## src/rtl/kbd_matrix_scan_pkg.sv

```systemverilog
// Shared keyboard matrix definitions: geometry, kbmat bit indexing and row drive encoding.
// kbmat bit for row r / column c is r*8+c; row i corresponds to blink address line ca[8+i].
// Scan state encoding for the two-state scan/coma controller.
package kbd_matrix_scan_pkg;

  localparam int KBD_ROWS = 8;
  localparam int KBD_COLS = 8;
  localparam int KBD_BITS = 64;

  typedef enum logic {
    ST_SCAN = 1'b0,
    ST_COMA = 1'b1
  } scan_state_t;

  // Position of a key in the debounced image.
  function automatic int kbd_idx(input int r, input int c);
    return r * KBD_COLS + c;
  endfunction

  // Active-low one-hot drive pattern for a single row.
  function automatic logic [7:0] row_drive(input logic [2:0] r);
    return ~(8'b1 << r);
  endfunction

endpackage

```

## src/rtl/kbd_sync.sv

```systemverilog
// Two-flop synchronizer for the asynchronous column sense lines.
// Latency: 2 clk cycles from pin to q.
// Resets to all ones so every column reads as released.
module kbd_sync #(
  parameter int W = 8
) (
  input  logic         clk,
  input  logic         rst_n,
  input  logic [W-1:0] d,
  output logic [W-1:0] q
);

  logic [W-1:0] meta;

  // Metastability filter: first stage may resolve late, second stage is clean.
  always_ff @(posedge clk or negedge rst_n) begin
    if (!rst_n) begin
      meta <= '1;
      q    <= '1;
    end else begin
      meta <= d;
      q    <= meta;
    end
  end

endmodule

```

## src/rtl/kbd_matrix_scan.sv

```systemverilog
// Z88 8x8 keyboard matrix scanner with whole-frame debounce and coma-mode wake detect.
// Latency: a change stable for DEBOUNCE_SCANS whole frames commits at the end of the last one.
// No backpressure: kbmat is a level, kbd_chg a single-cycle pulse on each commit.
module kbd_matrix_scan #(
  parameter int DIV            = 614,
  parameter int DEBOUNCE_SCANS = 3
) (
  input  logic        mck,
  input  logic        rin_n,
  input  logic        scan_en,
  input  logic [7:0]  col_n,
  output logic [7:0]  row_n,
  output logic [63:0] kbmat,
  output logic        kbd_chg,
  output logic        key_any,
  output logic        wake
);

  import kbd_matrix_scan_pkg::*;

  localparam int            DW       = (DIV > 1) ? $clog2(DIV) : 1;
  localparam logic [DW-1:0] DIV_LAST = DW'(DIV - 1);
  localparam logic [3:0]    DB_MAX   = 4'(DEBOUNCE_SCANS);

  logic [7:0]          col_sync;
  logic [7:0]          cs;
  scan_state_t         state;
  logic [2:0]          row;
  logic [DW-1:0]       div;
  logic [KBD_BITS-1:0] raw;
  logic [KBD_BITS-1:0] prev;
  logic [3:0]          stable_cnt;
  logic [KBD_BITS-1:0] frame;
  logic [3:0]          cnt_nxt;
  logic                commit;

  kbd_sync #(.W(KBD_COLS)) u_sync (
    .clk   (mck),
    .rst_n (rin_n),
    .d     (col_n),
    .q     (col_sync)
  );

  // Closed keys pull their column low, so invert to get 1 = pressed.
  assign cs = ~col_sync;

  // Complete frame (row 7 spliced in from the live sample) and its debounce outcome.
  always_comb begin
    frame = raw;
    frame[KBD_BITS-KBD_COLS +: KBD_COLS] = cs;
    if (frame == prev) begin
      cnt_nxt = (stable_cnt >= DB_MAX) ? DB_MAX : stable_cnt + 4'd1;
    end else begin
      cnt_nxt = 4'd1;
    end
    commit = (cnt_nxt == DB_MAX) && (frame != kbmat);
  end

  // Scan/coma controller: row dwell timing, raw capture, frame debounce and commit.
  always_ff @(posedge mck or negedge rin_n) begin
    if (!rin_n) begin
      state      <= ST_SCAN;
      row_n      <= 8'hFF;
      row        <= 3'd0;
      div        <= '0;
      raw        <= '0;
      prev       <= '0;
      stable_cnt <= 4'd0;
      kbmat      <= '0;
      kbd_chg    <= 1'b0;
      key_any    <= 1'b0;
      wake       <= 1'b0;
    end else begin
      kbd_chg <= 1'b0;
      case (state)
        ST_SCAN: begin
          if (!scan_en) begin
            // Abandon the partial frame; kbmat and key_any keep their last value.
            state      <= ST_COMA;
            row_n      <= 8'h00;
            row        <= 3'd0;
            div        <= '0;
            stable_cnt <= 4'd0;
          end else if (div == DIV_LAST) begin
            div                                <= '0;
            row                                <= row + 3'd1;
            row_n                              <= row_drive(row + 3'd1);
            raw[kbd_idx(int'(row), 0) +: 8]    <= cs;
            if (row == 3'd7) begin
              stable_cnt <= cnt_nxt;
              prev       <= frame;
              if (commit) begin
                kbmat   <= frame;
                key_any <= |frame;
                kbd_chg <= 1'b1;
              end
            end
          end else begin
            div   <= div + 1'b1;
            row_n <= row_drive(row);
          end
        end
        ST_COMA: begin
          // All rows driven: any closed key shows up on some column.
          row_n <= 8'h00;
          wake  <= |cs;
          if (scan_en) begin
            // prev is kept so the first frame is compared with the last pre-coma frame.
            state <= ST_SCAN;
            row_n <= row_drive(3'd0);
            row   <= 3'd0;
            div   <= '0;
            wake  <= 1'b0;
          end
        end
        default: state <= ST_SCAN;
      endcase
    end
  end

endmodule

```

## config.mk

```make
export PLATFORM = sky130hd
export DESIGN_NAME = kbd_matrix_scan
export DESIGN_NICKNAME = d
export VERILOG_FILES = /design/src/rtl/kbd_matrix_scan_pkg.sv /design/src/rtl/kbd_sync.sv /design/src/rtl/kbd_matrix_scan.sv
export SDC_FILE = /design/constraint.sdc
export NUM_CORES = 1
export LEC_CHECK = 0
export CORE_MARGIN = 3
export CORE_UTILIZATION = 58
export CTS_CLUSTER_SIZE = 10
export DETAILED_ROUTE_END_ITERATION = 6
export HOLD_SLACK_MARGIN = 0.08
export PLACE_DENSITY = 0.8
export SYNTH_ARGS = -nofsm -noshare
export SYNTH_HDL_FRONTEND = slang
export SYNTH_SLANG_ARGS = --single-unit
export TNS_END_PERCENT = 5
```

## constraint.sdc

```tcl
create_clock -name mck -period 3.49 [get_ports mck]
set_input_delay 0.349 -clock mck [delete_from_list [all_inputs] [get_ports mck]]
set_output_delay 0.349 -clock mck [all_outputs]
set_load 0.005 [all_outputs]
```

# Word level (Yosys, flattened, before mapping)
# Index checks and enable logic that the tools add are counted.
dict set report totals {
  out_inout_bits 75
  in_bits 11
  reg_bits 237
  elab_cells 68
}
dict set report classes {
  mux 25
  magnitude_cmp 1
  shift 4
  addsub 4
  eq_ne 9
  reduce_logical 8
  n_bitwise 4
}
# op n
set ops {}
lappend ops {{64-bit bitwise mux} 1}
lappend ops {{64-bit == test} 1}
lappend ops {{64-bit != test} 1}
lappend ops {{64-bit OR reduction} 1}
lappend ops {{8-bit by 33-bit variable shift with 64-bit output, first input constant} 1}
lappend ops {{8-bit by 33-bit variable part select with 64-bit output} 1}
lappend ops {{6-bit negation with 33-bit output} 1}
lappend ops {{10-bit 2-to-1 mux} 3}
lappend ops {{8-bit 2-to-1 mux} 3}
lappend ops {{8-bit NOT} 3}
lappend ops {{4-bit 2-to-1 mux} 5}
lappend ops {{10-bit one-hot mux with 2 select lines} 1}
lappend ops {{8-bit one-hot mux with 2 select lines} 1}
lappend ops {{1-bit by 3-bit left shift with 8-bit output, first input constant} 2}
lappend ops {{10-bit by 1-bit adder with 10-bit output, second input constant} 1}
lappend ops {{10-bit == test, second input constant} 1}
lappend ops {{3-bit 2-to-1 mux} 3}
lappend ops {{8-bit OR reduction} 1}
lappend ops {{1-bit 2-to-1 mux} 7}
lappend ops {{3-bit one-hot mux with 2 select lines} 1}
lappend ops {{3-bit AND reduction} 2}
lappend ops {{5-bit AND reduction} 1}
lappend ops {{4-bit by 1-bit adder with 4-bit output, second input constant} 1}
lappend ops {{4-bit by 2-bit == test with 1-bit output, second input constant} 1}
lappend ops {{10 further kinds} 11}

# Depth between registers and ports, before layout
# Gate-level depths: netlist of run 1.
dict set report depth {
  depth_word 10
  ltp_mapped 11
  depth_no_buf 8
}

# Hierarchy
# From an unflattened synthesis of run 1, not the netlist that was laid out.
dict set report hier_totals {
  hier_cells 849
  area_unflattened_um2 10720.3
}
# module area_per_inst_um2 cells_each seq_area_each_um2 n_inst
set modules_own_cells {}
lappend modules_own_cells {kbd_matrix_scan 10299.9 833 5340.1 1}
lappend modules_own_cells {kbd_sync 420.4 16 420.4 1}

# Worst setup path before layout of run 1
# Ideal clock, no wire load.
dict set report synth_path {
  path_type {register to register}
  from {reg div[3]}
  to {reg kbmat[14]}
  synth_period_minus_slack_ps 2645
  arrival_ps 2520
  slack_ps 845
  path_buffers 3
  t_required_ps 3365
  setup_time_ps 125
  path_stages_with_launch 10
  cell_sequence {dfrtp_1 -> or4b_1 -> or4_1 -> buf_2 -> nor2_4 -> nand2_1 -> nand4b_4 -> buf_6 -> buf_6 -> mux2_4}
}
dict set report synth_between {
  elab_chain_cells 2
}
# item line_no
set synth_rtl {}
lappend synth_rtl {{start: declaration} kbd_matrix_scan.sv:29} ;# logic [DW-1:0] div;
lappend synth_rtl {{start signal: assignment} kbd_matrix_scan.sv:99} ;# div <= div + 1'b1;
lappend synth_rtl {{10-bit == test} kbd_matrix_scan.sv:84} ;# end else if (div == DIV_LAST) begin
lappend synth_rtl {{5-bit AND reduction (no line)} n/a}
lappend synth_rtl {{end signal: assignment} kbd_matrix_scan.sv:93} ;# kbmat <= frame;
lappend synth_rtl {{end: declaration} kbd_matrix_scan.sv:13} ;# output logic [63:0] kbmat,
# No other way between the ends.
# A chain may end at the register's enable or synchronous reset.

# Worst setup path after layout of run 1
dict set report layout_path {
  from {reg div[3]}
  to {reg raw[30]}
}
dict set report layout_between {
  elab_chain_cells 2
}
# item line_no
set layout_rtl {}
lappend layout_rtl {{10-bit == test} kbd_matrix_scan.sv:84}
lappend layout_rtl {{3-bit AND reduction (no line)} n/a}
lappend layout_rtl {{end signal: indexed assignment} kbd_matrix_scan.sv:88} ;# raw[kbd_idx(int'(row), 0) +: 8] <= cs;
lappend layout_rtl {{end: declaration} kbd_matrix_scan.sv:30} ;# logic [KBD_BITS-1:0] raw;
# No other way between the ends.

==> results_dict.tcl, run 1 <==
set metrics [dict create \
    core_area_um2 17660 \
    path_class "reg2reg" \
    crit-reg2reg-capture "raw[30]$_DFFE_PN0P_" \
    finalNetCount 991 \
    pin_count_of_the_biggest_net_entering_global_routing 111 \
    ff_latch_area_um2 5761 \
    row_count 48 \
    hold_path_end "u_sync.meta[7]$_DFF_PN1_" \
    worst_pin_slew_ns 0.9430 \
    critical_path.top_delay_family "simple AND/OR/NAND/NOR gates" \
    min_path_cells 1 \
    postSynthAreaPerCell_um2 12.36 \
    achievable-frequency_mhz 335.5 \
    clk_latency_ns 0.53 \
    totalNegativeSetupSlack_ns 0 \
    drc 0 \
    run_status "complete, no violations" \
    max-slew-margin-rel_pct 37.13 \
    globalRoute.totalOverflow 0 \
    synthTopCellsByCount "dfrtp_1 (205), mux2_2 (87), nand2_1 (79), xor2_1 (66), xnor2_1 (64)" \
    number_of_flip_flops_and_latches_in_the_synthesized_netlist 229 \
    most_used_standard_cell_by_instance_count_after_synthesis "dfrtp_1" \
    netlist_area_um2 10680 \
    cp_slowest_cell "or4_1" \
    postPlaceCellArea_um2 11840 \
    critPathLaunchType "flip-flop" \
    portion_of_netlist_area_occupied_by_mux_cells_pct 15.83 \
    avgViaCountPerCell 5.996 \
    holdBufCountCts 1 \
    min_period_over_period_pct 85.41 \
    critical_path.reg2reg.startpoint "div[3]$_DFFE_PN0P_" \
    track_usage_pct 27.76 \
    min-delay-path-class "in2reg" \
    timing.critical_path.arrival_ns 3.38 \
    antenna_cells 0 \
    cts_buffers 27 \
    drv_slew 0 \
    clk_transition_reported_paths_ns 0.05 \
    worstPathCellList "or4b_1 -> or4_1 -> nor2_1 -> nand2_1 -> o31ai_1" \
    clk_tree_root_cell "clkbuf_16" \
    slowest_delay_ns 0.59 \
    die_area_um2 20070 \
    critPathBufInv 0 \
    layout.filler_cells 1222 \
    hold_viol 0 \
    net_count_after_synthesis 889 \
    grt_pass1_wl_mm 42.90 \
    worst-r2r-cell-count 5 \
    yosys.area_share.xor_xnor_pct 10.67 \
    yosys.area_share.adder_pct 1.641 \
    final_layout_size_suffix_gt1_share_pct 21.48 \
    final_critical_path_time_including_i_o_delays_and_setup_ns 2.981 \
    cts.sinks 229 \
    antenna_found_initial 0 \
    ctsHtreeMaxLevel 1 \
    synth.top_cells.by_area "dfrtp_1 (48%), mux2_2 (9.2%), dfstp_2 (5.9%)" \
    asyncSetResetFlopFracSynth_pct 100.0 \
    yosysTopAreaCell "dfrtp_1" \
    setup-violations-final 0 \
    remaining_antenna_violation_count_after_routing 0 \
    total_power_consumption_mw 5.403 \
    hpwlAfterDp_mm 19.01 \
    area_growth_pct 18.42 \
    synth_compound_gate_area_share_pct 4.677 \
    io_buffer_count 85 \
    worstPathMaxFanout 16 \
    leakage_nw 6.212 \
    synth_top_area_share_pct 48.05 \
    place_ws_ns 0.5926 \
    first_global_vias 7330 \
    drtIter0Drc 484 \
    synth_warnings 0 \
    die_w_um 141.7 \
    routabilityCongestion 0.9164 \
    power_density_nw_per_um2 427.4 \
    worstSetupStartpoint "div[3]$_DFFE_PN0P_" \
    floorplan.initialDensity_pct 60.46 \
    clock_tree.buffer_depth 3 \
    netlist-cell-type-count 43 \
    synth_edf_count 0 \
    critPathCaptureType "flip-flop" \
    worstPathRequired_ns 3.89 \
    r2r_slack_ns 0.51 \
    post-route-cell-area_um2 12640 \
    route.vias.total 7267 \
    min-delay-start "col_n[7]" \
    post_synth_and_or_nand_nor_area_fraction_pct 10.91 \
    synth_flop_cell "dfrtp_1" \
    rsz0062_at_grt "false" \
    clock_tree_from_tritoncts "built" \
    synth_seq_area_share_pct 53.96 \
    iteration_count_of_the_initial_detailed_routing_pass 5 \
    totalWireLength_mm 27.44 \
    combined_area_of_the_multi_input_logic_cells_um2 4671 \
    final.setup.worst_slack_ns 0.5090 \
    post-cts-setup-buffers 0 \
    holdWs_ns 0.2314 \
    worst_ir_drop_vdd_mv 0.3572 \
    io_pins 86 \
    netlist_instances 864 \
    die_y_um 141.7 \
    detailed_route_wire_length_per_cell_um 22.64 \
    combinational_family_with_the_most_area_after_synthesis "multiplexers" \
    cap_violations 0 \
    cts-resized-gates 0 \
    clock_skew_ns 0.01129 \
]
sequential cells by signal (all words and copies together), names as in the netlist:
register / cells
wake: 1
u_sync.q: 8
div: 10
state: 1
u_sync.meta: 8
kbmat: 64
key_any: 1
stable_cnt: 4
prev: 64
row_n: 8
raw: 56
kbd_chg: 1
row: 3
layout make-up:
| type | instances | area share, % |
|---|---|---|
| Clock buffer | 49 | 6.235 |
| Clock inverter | 1 | 0.06928 |
| Multi-Input combinational cell | 584 | 36.95 |
| Timing Repair Buffer | 109 | 8.511 |
| Tap cell | 225 | 2.227 |
| Inverter | 15 | 0.4454 |
| Sequential cell | 229 | 45.57 |
cell families after synthesis:
group | count (synthesis)
buffers and inverters | 51
adders and majority gates | 14
AOI/OAI and AO/OA | 82
and+or+nand+nor | 221
DFF | 229
muxes | 137
xor gates and xnor gates | 130
how the worst max path moves through the flow:
stage | endpoint | slack [ns] | cells past startpoint
2_1_floorplan | kbmat[14]$_DFFE_PN0P_ | 0.84 | 9
3_3_place_gp | kbmat[7]$_DFFE_PN0P_ | 0.55 | 7
3_5_place_dp | kbmat[8]$_DFFE_PN0P_ | 0.59 | 7
4_1_cts | kbmat[12]$_DFFE_PN0P_ | 0.56 | 7
5_1_grt | raw[30]$_DFFE_PN0P_ | 0.37 | 5
6_report | raw[30]$_DFFE_PN0P_ | 0.51 | 5
placed cells by master (no fill, tap or decap), types with 15 or more instances in the layout:
cell type	n
nand2_1	78
nand4_1	31
dfstp_2	24
nor4_1	51
clkdlybuf4s50_1	84
inv_1	15
o21ai_0	40
clkbuf_1	19
clkbuf_16	27
o31ai_1	25
buf_4	20
mux2_2	87
mux2_4	42
nor2_1	19
dfrtp_1	205
xor2_1	66
xnor2_1	64
per-layer routing:
layer	wire, um	part of all wire (%)	track usage [%]	vias up
li1	-	-	-	3279
met1	12080	44	40.92	3667
met2	12580	46	42.24	263
met3	1869	6.8	4.921	58
met4	908	3.3	8.990	0
met5	0	0	0	-
power by group:
group	switching [mW]	internal, mW	total [mW]
logic	0.108	0.0493	0.157
registers	0.0149	2.68	2.70
clock network	1.04	1.51	2.55
total	1.16	4.24	5.40
through the flow:
step | cells | utilization (%)
2_1_floorplan | 864 | -
3_3_place_gp | 1161 | 67.03
3_5_place_dp | 1161 | 67.03
4_1_cts | 1212 | 71.60
5_1_grt | 1212 | 71.60
6_report | 1212 | 71.60
Note: power is estimated with default switching activity, not from simulation.
==> run 2, diff against run 1 <==
--- a/config.mk
+++ b/config.mk
@@ -6,11 +6,12 @@
 export NUM_CORES = 1
 export LEC_CHECK = 0
 export CORE_MARGIN = 3
-export CORE_UTILIZATION = 58
+export CORE_UTILIZATION = 60
+export CTS_BUF_LIST = sky130_fd_sc_hd__clkbuf_2 sky130_fd_sc_hd__clkbuf_4 sky130_fd_sc_hd__clkbuf_8
 export CTS_CLUSTER_SIZE = 10
 export DETAILED_ROUTE_END_ITERATION = 6
 export HOLD_SLACK_MARGIN = 0.08
-export PLACE_DENSITY = 0.8
+export PLACE_DENSITY = 0.82
 export SYNTH_ARGS = -nofsm -noshare
 export SYNTH_HDL_FRONTEND = slang
 export SYNTH_SLANG_ARGS = --single-unit
==> run 2 against run 1 <==
  * Design area rose by 0.65%
  * Largest cell class unchanged
  * Clock skew grew 0.0096 ns
  * Non-clock buffer count rose by 2
  * Maximum frequency down 3.3%
  * Global-route usage up 1.8 points
  * Sequential power about the same
  * Critical path type unchanged
  * Flip-flop and latch count unchanged
  * Highest routed layer unchanged
  * Cell count is 1.9% higher
  * Utilization increased by 1.7 points
==> results_dict.tcl, run 2 (synthesized netlist as in run 1, its figures left out) <==
set metrics [dict create \
    first_global_vias 7766 \
    die_w_um 139.4 \
    critPathLaunchType "flip-flop" \
    postPlaceCellArea_um2 11850 \
    worstPathMaxFanout 33 \
    ctsHtreeMaxLevel 2 \
    cts.sinks 229 \
    hpwlAfterDp_mm 19.22 \
    leakage_nw 6.293 \
    clk_latency_ns 0.55 \
    remaining_antenna_violation_count_after_routing 0 \
    worstPathRequired_ns 3.91 \
    seqPwrFrac_pct 49.6 \
    antenna_cells 0 \
    worst_pin_slew_ns 0.9826 \
    grt_pass1_wl_mm 44.54 \
    drc 0 \
    final_critical_path_time_including_i_o_delays_and_setup_ns 3.084 \
    drtIter0Drc 687 \
    netSwitchingFraction_pct 21.95 \
    clk_transition_reported_paths_ns 0.06 \
    globalRoute.totalOverflow 0 \
    post-route-cell-area_um2 12720 \
    core_area_um2 17360 \
    min_period_over_period_pct 88.37 \
    max-slew-margin-rel_pct 33.89 \
    totalNegativeSetupSlack_ns 0 \
    detailed_route_wire_length_per_cell_um 22.56 \
    min-delay-path-class "in2reg" \
    power.share.combinational_pct 2.9 \
    avgViaCountPerCell 6.083 \
    io_pins 86 \
    io_buffer_count 85 \
    pin_count_of_the_biggest_net_entering_global_routing 113 \
    finalNetCount 1005 \
    switchingPower_mw 1.194 \
    timing.critical_path.arrival_ns 3.50 \
    internal_power_contribution_mw 4.246 \
    route.vias.total 7512 \
    largest_registers "kbmat: 64 flops, prev: 64 flops, raw: 56 flops" \
    iteration_count_of_the_initial_detailed_routing_pass 5 \
    die_area_um2 19430 \
    mostFrequentLayoutCells "dfrtp_1 (205), mux2_2 (87), clkdlybuf4s50_1 (84)" \
    share_clk_of_total_power_pct 47.5 \
    antenna_found_initial 0 \
    clock_tree.buffer_depth 3 \
    layout_commonest_cell "dfrtp_1" \
    area_growth_pct 19.20 \
    final_layout_size_suffix_gt1_share_pct 25.15 \
    cts-resized-gates 0 \
    die_y_um 139.4 \
    achievable-frequency_mhz 324.2 \
    cts_buffers 39 \
    path_class "reg2reg" \
    critPathCaptureType "flip-flop" \
    totalWireLength_mm 27.86 \
    clock_tree_from_tritoncts "built" \
    setup-violations-final 0 \
    run_status "complete, no violations" \
    clock_skew_ns 0.02085 \
    worst_ir_drop_vdd_mv 0.3067 \
    clk_tree_root_cell "clkbuf_8" \
    row_count 48 \
    rsz0062_at_grt "false" \
    floorplan.initialDensity_pct 61.51 \
    cap_violations 0 \
    hold_viol 0 \
    power_density_nw_per_um2 427.5 \
    routabilityCongestion 0.9990 \
    track_usage_pct 29.52 \
    drv_slew 0 \
]
## run 2: through the flow
stage	worst slack (ns)	hold WS, ns	utilization [%]	total power, mW	std cells
detailed placement	0.4748	0.3468	68.27	2.904	1163
finish	0.4058	0.2093	73.31	5.440	1235
global route	0.2541	0.1884	73.31	5.645	1235
CTS	0.4535	0.1906	73.31	5.482	1235
global placement	0.4995	0.3465	68.27	2.901	1163
floorplan	0.8447	0.05341	-	2.785	864
## run 2: layout make-up
type / count / area, um2
Sequential cell: 229 / 5761
Multi-Input combinational cell: 584 / 4671
Fill cell: 1153 / 4632
Timing Repair Buffer: 111 / 1091
Clock buffer: 68 / 842.1
Tap cell: 225 / 281.5
Inverter: 15 / 56.30
Clock inverter: 3 / 22.52
## run 2: routing by layer
metal / global-route usage [%] / part of all wire [%] / vias to the layer above
li1: - / - / 3325
met1: 41.49 / 42 / 3743
met2: 43.89 / 45 / 355
met3: 7.663 / 8.3 / 89
met4: 12.67 / 4.2 / 0
met5: 0 / 0 / -
## run 2: worst paths after layout
kind | startpoint | end | slack [ns] | depth (start not counted)
max in group asynchronous | rin_n | u_sync.meta[4]$_DFF_PN1_ | 2.06 | 3
min in group asynchronous | rin_n | kbmat[40]$_DFFE_PN0P_ | 0.48 | 2
max reg2reg | raw[40]$_DFFE_PN0P_ | kbmat[20]$_DFFE_PN0P_ | 0.41 | 8
min | col_n[1] | u_sync.meta[1]$_DFF_PN1_ | 0.21 | 1
min reg2reg | u_sync.meta[4]$_DFF_PN1_ | u_sync.q[4]$_DFF_PN1_ | 0.35 | 0
max | raw[40]$_DFFE_PN0P_ | kbmat[20]$_DFFE_PN0P_ | 0.41 | 8
## run 2: worst max-delay path: stages, from the launching register on
cell      delay (ns)
dfrtp_1         0.53
xor2_1          0.21
nor4_1          0.75
nand4_1         0.16
nor4_1          0.23
buf_4           0.19
nand4b_4        0.13
buf_4           0.37
mux2_4          0.38
## run 2: what timing repair did
action | CTS | global route
hold endpoints to repair | 91 | 0
hold buffers | 1 | 0
endpoints found under the setup margin | 0 | 0
setup buffers | 0 | 0
## run 2: power by group through the flow
stage	clock [mW]	sequential, mW	combinational [mW]
after floorplan	0	2.74	0.0465
after global placement	0	2.74	0.158
after detailed placement	0	2.74	0.160
after CTS	2.62	2.70	0.161
after global routing	2.77	2.70	0.176
final	2.58	2.70	0.160
